[config.mk]
export PLATFORM = sky130hd
export DESIGN_NAME = pfa_addr_trans
export DESIGN_NICKNAME = d
export VERILOG_FILES = /design/src/rtl/pfa_pkg.sv /design/src/rtl/pfa_addr_trans_divider_7.sv /design/src/rtl/pfa_addr_trans.sv
export SDC_FILE = /design/constraint.sdc
export NUM_CORES = 1
export LEC_CHECK = 0
export ABC_AREA = 0
export CORE_MARGIN = 2
export CORE_UTILIZATION = 55
export DETAILED_ROUTE_END_ITERATION = 8
export HOLD_SLACK_MARGIN = 0.1
export PLACE_DENSITY = 0.88
export SLEW_MARGIN = 20
export SYNTH_ARGS = -nofsm -noshare
export SYNTH_HDL_FRONTEND = slang
export SYNTH_HIERARCHICAL = 1
export SYNTH_SLANG_ARGS = --single-unit
[constraint.sdc]
create_clock -name clk -period 34 [get_ports clk]
set_input_delay 3.4 -clock clk [delete_from_list [all_inputs] [get_ports clk]]
set_output_delay 3.4 -clock clk [all_outputs]
set_load 0.01 [all_outputs]
[src/rtl/pfa_pkg.sv]
// Shared widths for the PFA address translator and its divide-by-7 helper.
package pfa_pkg;
  localparam int DEF_W = 16;
  localparam int DIV_W = 12;
  localparam int QUO_W = 10;
  localparam int REM_W = 3;
endpackage

[src/rtl/pfa_addr_trans_divider_7.sv]
// Combinational divide-by-7 of a 12-bit value via reciprocal multiply.
module divider_7
  import pfa_pkg::*;
(
  input  logic [DIV_W-1:0] dividend,
  output logic [QUO_W-1:0] quotient,
  output logic [REM_W-1:0] remainder
);
  // 2341/2^14 overshoots 1/7 by less than 1/(7*4096) per unit, exact for 12-bit inputs
  logic [23:0]       prod;
  logic [DIV_W-1:0]  back;

  assign prod      = {12'd0, dividend} * 24'd2341;
  assign quotient  = QUO_W'(prod >> 14);
  assign back      = DIV_W'({2'b00, quotient} * 12'd7);
  assign remainder = REM_W'(dividend - back);
endmodule

[src/rtl/pfa_addr_trans.sv]
// Prime-factor-algorithm index/address generator: three modular digit counters plus linear address.
// Optional divide-by-7 of the address enabled by PFA_ADDR_DIV7_EN; otherwise addr_quo/addr_rem are 0.
module pfa_addr_trans
  import pfa_pkg::*;
#(
  parameter int wDataInOut = DEF_W
) (
  input  logic                  clk,
  input  logic                  rst,
  input  logic                  clr,
  input  logic [wDataInOut-1:0] Nf1,
  input  logic [wDataInOut-1:0] Nf2,
  input  logic [wDataInOut-1:0] Nf3,
  input  logic [wDataInOut-1:0] q_p,
  input  logic [wDataInOut-1:0] r_p,
  output logic [wDataInOut-1:0] n1,
  output logic [wDataInOut-1:0] n2,
  output logic [wDataInOut-1:0] n3,
  output logic [wDataInOut-1:0] addr,
  output logic [QUO_W-1:0]      addr_quo,
  output logic [REM_W-1:0]      addr_rem
);
  localparam int W = wDataInOut;

  // One extra bit keeps the sum exact before the compare against the factor
  logic [W:0] s1, s2, s3;
  logic [W:0] m1, m2, m3;

  assign s1 = {1'b0, n1} + {1'b0, q_p};
  assign s2 = {1'b0, n2} + {1'b0, r_p};
  assign s3 = {1'b0, n3} + {{W{1'b0}}, 1'b1};

  assign m1 = (s1 >= {1'b0, Nf1}) ? s1 - {1'b0, Nf1} : s1;
  assign m2 = (s2 >= {1'b0, Nf2}) ? s2 - {1'b0, Nf2} : s2;
  assign m3 = (s3 >= {1'b0, Nf3}) ? s3 - {1'b0, Nf3} : s3;

  always_ff @(posedge clk) begin
    if (rst || clr) begin
      n1 <= '0;
      n2 <= '0;
      n3 <= '0;
    end else begin
      n1 <= m1[W-1:0];
      n2 <= m2[W-1:0];
      n3 <= m3[W-1:0];
    end
  end

  assign addr = n1 * Nf2 * Nf3 + n2 * Nf3 + n3;

`ifdef PFA_ADDR_DIV7_EN
  divider_7 u_div7 (
    .dividend  (addr[DIV_W-1:0]),
    .quotient  (addr_quo),
    .remainder (addr_rem)
  );
`else
  assign addr_quo = '0;
  assign addr_rem = '0;
`endif
endmodule

==> flow_metrics.env, run 1 <==
export IMPL_outcome="completed"
export IMPL_cts_max_level=2
export IMPL_cpPeakStageDelay_ns=0.70
export IMPL_grt_usage_pct=27.9
export IMPL_post_cts_buffers=0
export IMPL_antenna_found_initial=0
export IMPL_routed_via_density=5.54
export IMPL_finalCritPeriodShare_pct=56.5
export IMPL_ys_ff_latch=48
export IMPL_num_vias=14354
export IMPL_hold_viol_final=0
export IMPL_ys_warn_count=6
export IMPL_cp_slowest_cell="clkdlybuf4s50_1"
export IMPL_core_area_um2=31600
export IMPL_worstPathRequired_ns=30.60
export IMPL_drc=0
export IMPL_nFillCells=2596
export IMPL_critPathMaxFanout=16
export IMPL_worstHoldStart="n3[0]"
export IMPL_grt_pass1_wl_um=74700
export IMPL_layout_setup_ws_ns=14.81
export IMPL_diodes=0
export IMPL_fmax_mhz=52.1
export IMPL_critPathLaunchType="input port"
export IMPL_r2r_start="n2[0]"
export IMPL_post_route_util_pct=61.9
export IMPL_cap_violations=0
export IMPL_holdPathStages=2
export IMPL_syn_cell_area_um2=17700
export IMPL_wl_per_cell_um=17.4
export IMPL_cts_tree="done"
export IMPL_min_path_type="reg2reg"
export IMPL_cts_sinks=48
export IMPL_ant_nets=0
export IMPL_row_count=65
export IMPL_whs_ns=0.713
export IMPL_r2r_setup_slack_ns=28.31
export IMPL_clkLatencyLatePin_ns=0.31
export IMPL_worst_path_most_repeated_cell="fa_1"
export IMPL_setup_violations=0
export IMPL_r2r_end="n2[8]"
export IMPL_worstMarginPinSlew_ns=1.21
export IMPL_grt_pass1_vias=15690
export IMPL_grt_max_degree=50
export IMPL_drt_iter0_markers=777
export IMPL_cts_buffers=5
export IMPL_clkTransAtPathRegs_ns=0.07
export IMPL_die_w_um=183
export IMPL_syn_area_per_cell_um2=8.45
export IMPL_cts_resized=0
export IMPL_clockBufferDepth=2
export IMPL_reg2reg_depth=21
export IMPL_ios=160
export IMPL_route_final_wire_length_um=45200
export IMPL_gp_congestion=0.952
export IMPL_rsz0062_at_grt="false"
export IMPL_drv_slew=0
export IMPL_synth_edf_count=0
export IMPL_clockRootBuffer="clkbuf_16"
export IMPL_slew_headroom_pct=19.2
export IMPL_io_buffers=146
export IMPL_critPathBufInv=12
export IMPL_synth_flop_cell="dfxtp_1"
export IMPL_hold_buffers=0
export IMPL_dp_hpwl_um=36700
export IMPL_crit_family="adder cells"
export IMPL_ys_seq_area_share_pct=5.44
export IMPL_grt_overflow_total=0
export IMPL_period_needed_ns=19.19
export IMPL_worstSetupPathType="in2out"
export IMPL_start_util_pct=56.0
export IMPL_nets=2775
export IMPL_dieArea_um2=33600
export IMPL_async_flop_share_pct=0
export IMPL_synth_distinct_cells=58
export IMPL_die_h_um=183
export IMPL_setup_tns_final_ns=0
export IMPL_skew_ns=0.00908
export IMPL_endpoint_kind="primary output"
export IMPL_syn_instance_count=2089
export IMPL_first_pass_iters=5
export IMPL_post_place_ws_ns=14.87
export IMPL_drive_above_1_share_pct=1.55
export IMPL_worstPathArrival_ns=15.79
export IMPL_min_to="n3[0]"
export IMPL_syn_to_final_growth_pct=10.7
[logic make-up after synthesis]
group,synth area share [%]
buffers and inverters,11.0
and+or+nand+nor,17.0
xor gates and xnor gates,9.64
muxes,2.10
adders and majority gates,47.8
DFF,5.44
AOI/OAI and AO/OA,7.04
other,0.0212
[worst min-delay path, stage by stage, from the launching register on]
cell	delay, ns
dfxtp_1	0.46
mux2_1	0.18
nor2_1	0.03
[routing by layer]
| layer | global-route usage (%) | share of wire (%) |
|---|---|---|
| met5 | 0 | 0 |
| met4 | 12.0 | 4.3 |
| met3 | 3.81 | 6.9 |
| met2 | 51.0 | 51 |
| met1 | 32.6 | 38 |
[area by class of cell]
cell class / instances / area, um^2 / area share [%]
inverters: 422 / 1580 / 8.11
repair buffers: 156 / 1540 / 7.86
flip-flops and latches: 48 / 961 / 4.92
clock inverters: 2 / 13.8 / 0.0704
clock buffers: 6 / 139 / 0.711
well taps: 402 / 503 / 2.57
multi-input cells: 1554 / 14800 / 75.8
[synth_stat cells, types with 3 or more instances]
master	instances	area share (%)
nor2_1	106	2.3
xnor2_1	146	7.2
a21oi_1	59	1.7
o31ai_1	3	0.13
o21bai_1	8	0.34
nand3_1	18	0.51
ha_1	222	16
buf_4	16	0.68
a211oi_1	8	0.34
nand4_1	11	0.39
a31o_2	3	0.15
o21a_1	18	0.77
a21o_1	23	0.98
xor2_1	32	1.6
and2_1	175	6.2
clkbuf_1	58	1.2
a211o_1	3	0.15
nor2b_1	15	0.53
nor4_1	4	0.14
buf_2	3	0.085
fa_1	283	32
a21boi_1	4	0.17
xnor3_1	3	0.38
a31oi_1	5	0.18
o31a_1	4	0.20
o21ai_0	27	0.77
and3_1	13	0.46
o21ai_1	9	0.26
nand2b_1	14	0.50
mux2i_1	36	2.0
dfxtp_1	48	5.4
o211ai_1	3	0.13
nor3_1	18	0.51
inv_1	420	8.9
a2111oi_0	3	0.15
nand2_1	240	5.1
[flip-flops by register name (all words and copies together) (netlist names)]
name,flops
n1,16
n2,16
n3,16
[per-stage QoR]
| stage | std cells | area, um^2 |
|---|---|---|
| finish | 2590 | 19500 |
| global placement | 2582 | 19400 |
| detailed placement | 2582 | 19400 |
| CTS | 2590 | 19500 |
| global route | 2590 | 19500 |
| floorplan | 2101 | 17700 |
[layout by cell type, fill, tap and decap left out, types with 3 or more instances in the layout]
cell               n
inv_1            420
fa_1             283
nand2_1          240
ha_1             222
and2_1           175
xnor2_1          146
clkdlybuf4s50_1  146
nor2_1           106
a21oi_1           59
dfxtp_1           48
mux2i_1           36
xor2_1            32
o21ai_0           27
a21o_1            23
o21a_1            18
nor3_1            18
nand3_1           18
nor2b_1           15
nand2b_1          14
and3_1            13
conb_1            13
nand4_1           11
buf_4             10
o21ai_1            9
o21bai_1           8
a211oi_1           8
a31oi_1            5
clkbuf_16          5
nor4_1             4
o31a_1             4
a21boi_1           4
a211o_1            3
a2111oi_0          3
o31ai_1            3
xnor3_1            3
a31o_2             3
o211ai_1           3
[how the worst max path moves through the flow]
stage,from,slack (ns),endpoint,depth (start not counted)
2_1_floorplan,Nf2[1],16.56,addr[15],39
3_3_place_gp,Nf2[1],15.10,addr[15],47
3_5_place_dp,Nf2[1],14.87,addr[15],47
4_1_cts,Nf2[1],14.81,addr[15],47
5_1_grt,Nf2[1],14.19,addr[15],47
6_report,Nf2[1],14.81,addr[15],47
Power of run 1 is left out: the tool's default activity adds up to more than one toggle a clock period on the data nets, which glitch-free logic cannot reach.
==> run 2: changes to the inputs <==
--- a/config.mk
+++ b/config.mk
@@ -10,7 +10,7 @@
 export CORE_UTILIZATION = 55
 export DETAILED_ROUTE_END_ITERATION = 8
 export HOLD_SLACK_MARGIN = 0.1
-export PLACE_DENSITY = 0.88
+export PLACE_DENSITY = 0.91
 export SLEW_MARGIN = 20
 export SYNTH_ARGS = -nofsm -noshare
 export SYNTH_HDL_FRONTEND = slang
==> constraint.sdc (replaced) <==
create_clock -name clk -period 17.2 [get_ports clk]
set_input_delay 1.72 -clock clk [delete_from_list [all_inputs] [get_ports clk]]
set_output_delay 1.72 -clock clk [all_outputs]
set_load 0.01 [all_outputs]
==> run 2 against run 1 <==
Against the previous run:
- sequential share of layout area hardly changed
- core utilization is 0.099 points higher
- final area up 0.16%
- critical path depth shrank 3
- first-iteration DRC count rose by 24%
- global-route usage increased by 0.54 points
- worst hold slack gained 0.0091 ns
==> flow_metrics.env, run 2 (same netlist as run 1, synthesis figures left out) <==
export IMPL_grt_usage_pct=28.4
export IMPL_fmax_mhz=63.4
export IMPL_io_buffers=146
export IMPL_ant_nets=0
export IMPL_syn_to_final_growth_pct=10.8
export IMPL_hold_buffers=0
export IMPL_clockRootBuffer="clkbuf_16"
export IMPL_whs_ns=0.723
export IMPL_routed_via_density=5.59
export IMPL_worstPathArrival_ns=14.05
export IMPL_top_regs="n1 x16, n2 x16, n3 x16"
export IMPL_worstPathRequired_ns=15.48
export IMPL_core_area_um2=31600
export IMPL_min_path_type="reg2reg"
export IMPL_grt_pass1_wl_um=75900
export IMPL_drv_slew=0
export IMPL_row_count=65
export IMPL_post_cts_buffers=0
export IMPL_cpPeakStageDelay_ns=0.69
export IMPL_dp_hpwl_um=37300
export IMPL_critPathBufInv=10
export IMPL_slew_headroom_pct=23.5
export IMPL_layout_commonest_cell="inv_1"
export IMPL_crit_family="adder cells"
export IMPL_cp_slowest_cell="clkdlybuf4s50_1"
export IMPL_worstSetupPathType="in2out"
export IMPL_num_vias=14466
export IMPL_setup_tns_final_ns=0
export IMPL_place_area_um2=19400
export IMPL_drive_above_1_share_pct=1.65
export IMPL_cts_tree="done"
export IMPL_clockBufferDepth=2
export IMPL_dieArea_um2=33600
export IMPL_drt_iter0_markers=962
export IMPL_grt_max_degree=50
export IMPL_nFillCells=2492
export IMPL_grt_overflow_total=0
export IMPL_first_pass_iters=5
export IMPL_worstMarginPinSlew_ns=1.14
export IMPL_clkTransAtPathRegs_ns=0.07
export IMPL_drc=0
export IMPL_start_util_pct=56.0
export IMPL_cts_buffers=5
export IMPL_ios=160
export IMPL_worst_path_most_repeated_cell="fa_1"
export IMPL_finalCritPeriodShare_pct=91.7
export IMPL_hold_viol_final=0
export IMPL_setup_violations=0
export IMPL_die_w_um=183
export IMPL_nets=2775
export IMPL_layout_common_cells="inv_1, fa_1, nand2_1, ha_1, and2_1"
export IMPL_skew_ns=0.00489
export IMPL_diodes=0
export IMPL_clkLatencyLatePin_ns=0.31
export IMPL_cts_resized=0
export IMPL_endpoint_kind="primary output"
export IMPL_critPathLaunchType="input port"
export IMPL_grt_pass1_vias=15867
export IMPL_period_needed_ns=15.77
export IMPL_post_route_util_pct=62.0
export IMPL_critPathMaxFanout=16
export IMPL_design_area_um2=19600
export IMPL_wl_per_cell_um=17.8
export IMPL_die_h_um=183
export IMPL_rsz0062_at_grt="false"
export IMPL_gp_congestion=0.940
export IMPL_cap_violations=0
export IMPL_route_final_wire_length_um=46000
export IMPL_outcome="completed"
export IMPL_antenna_found_initial=0
export IMPL_cts_max_level=2
export IMPL_cts_sinks=48
[run 2: metrics by stage]
step,worst slack (ns),std cells
after global routing,0.806,2590
after CTS,1.46,2590
after detailed placement,1.47,2582
after global placement,1.64,2582
final,1.43,2590
after floorplan,3.12,2101
[run 2: area by class of cell]
class	instances	area, um^2	area share [%]
Timing Repair Buffer	156	1530	7.80
Inverter	422	1580	8.09
Clock buffer	5	125	0.639
Sequential cell	48	961	4.91
Tap cell	402	503	2.57
Clock inverter	3	68.8	0.352
Multi-Input combinational cell	1554	14800	75.6
[run 2: final timing paths]
| kind | startpoint | end | slack [ns] | cells past startpoint |
|---|---|---|---|---|
| worst min register to register | n3[4] | n3[4] | 0.72 | 3 |
| worst min-delay path | n3[4] | n3[4] | 0.72 | 3 |
| worst max register to register | n1[2] | n1[13] | 11.60 | 19 |
| worst max-delay path | Nf2[1] | addr[15] | 1.43 | 44 |
[run 2: routing by layer]
metal | vias to the layer above | wire (um) | track usage [%]
li1 | 6564 | - | -
met1 | 7118 | 17400 | 32.9
met2 | 614 | 23200 | 51.6
met3 | 170 | 2850 | 3.18
met4 | 0 | 2450 | 15.1
met5 | - | 0 | 0
[run 2: worst reg2reg max path, stage by stage (launching register included)]
cell	delay [ns]
dfxtp_1	0.87
ha_1	0.42
a21o_1	0.18
a21oi_2	0.18
o21bai_1	0.10
a21oi_2	0.21
o21ai_1	0.15
a311oi_2	0.44
a21oi_1	0.18
o21a_1	0.23
o31a_1	0.24
ha_1	0.36
nand2_1	0.07
nor4_1	0.36
nand4_1	0.18
nand3_1	0.11
a41o_1	0.14
a21o_1	0.61
mux2i_1	0.35
nor2_1	0.06
Power of run 2 is left out for the same reason.
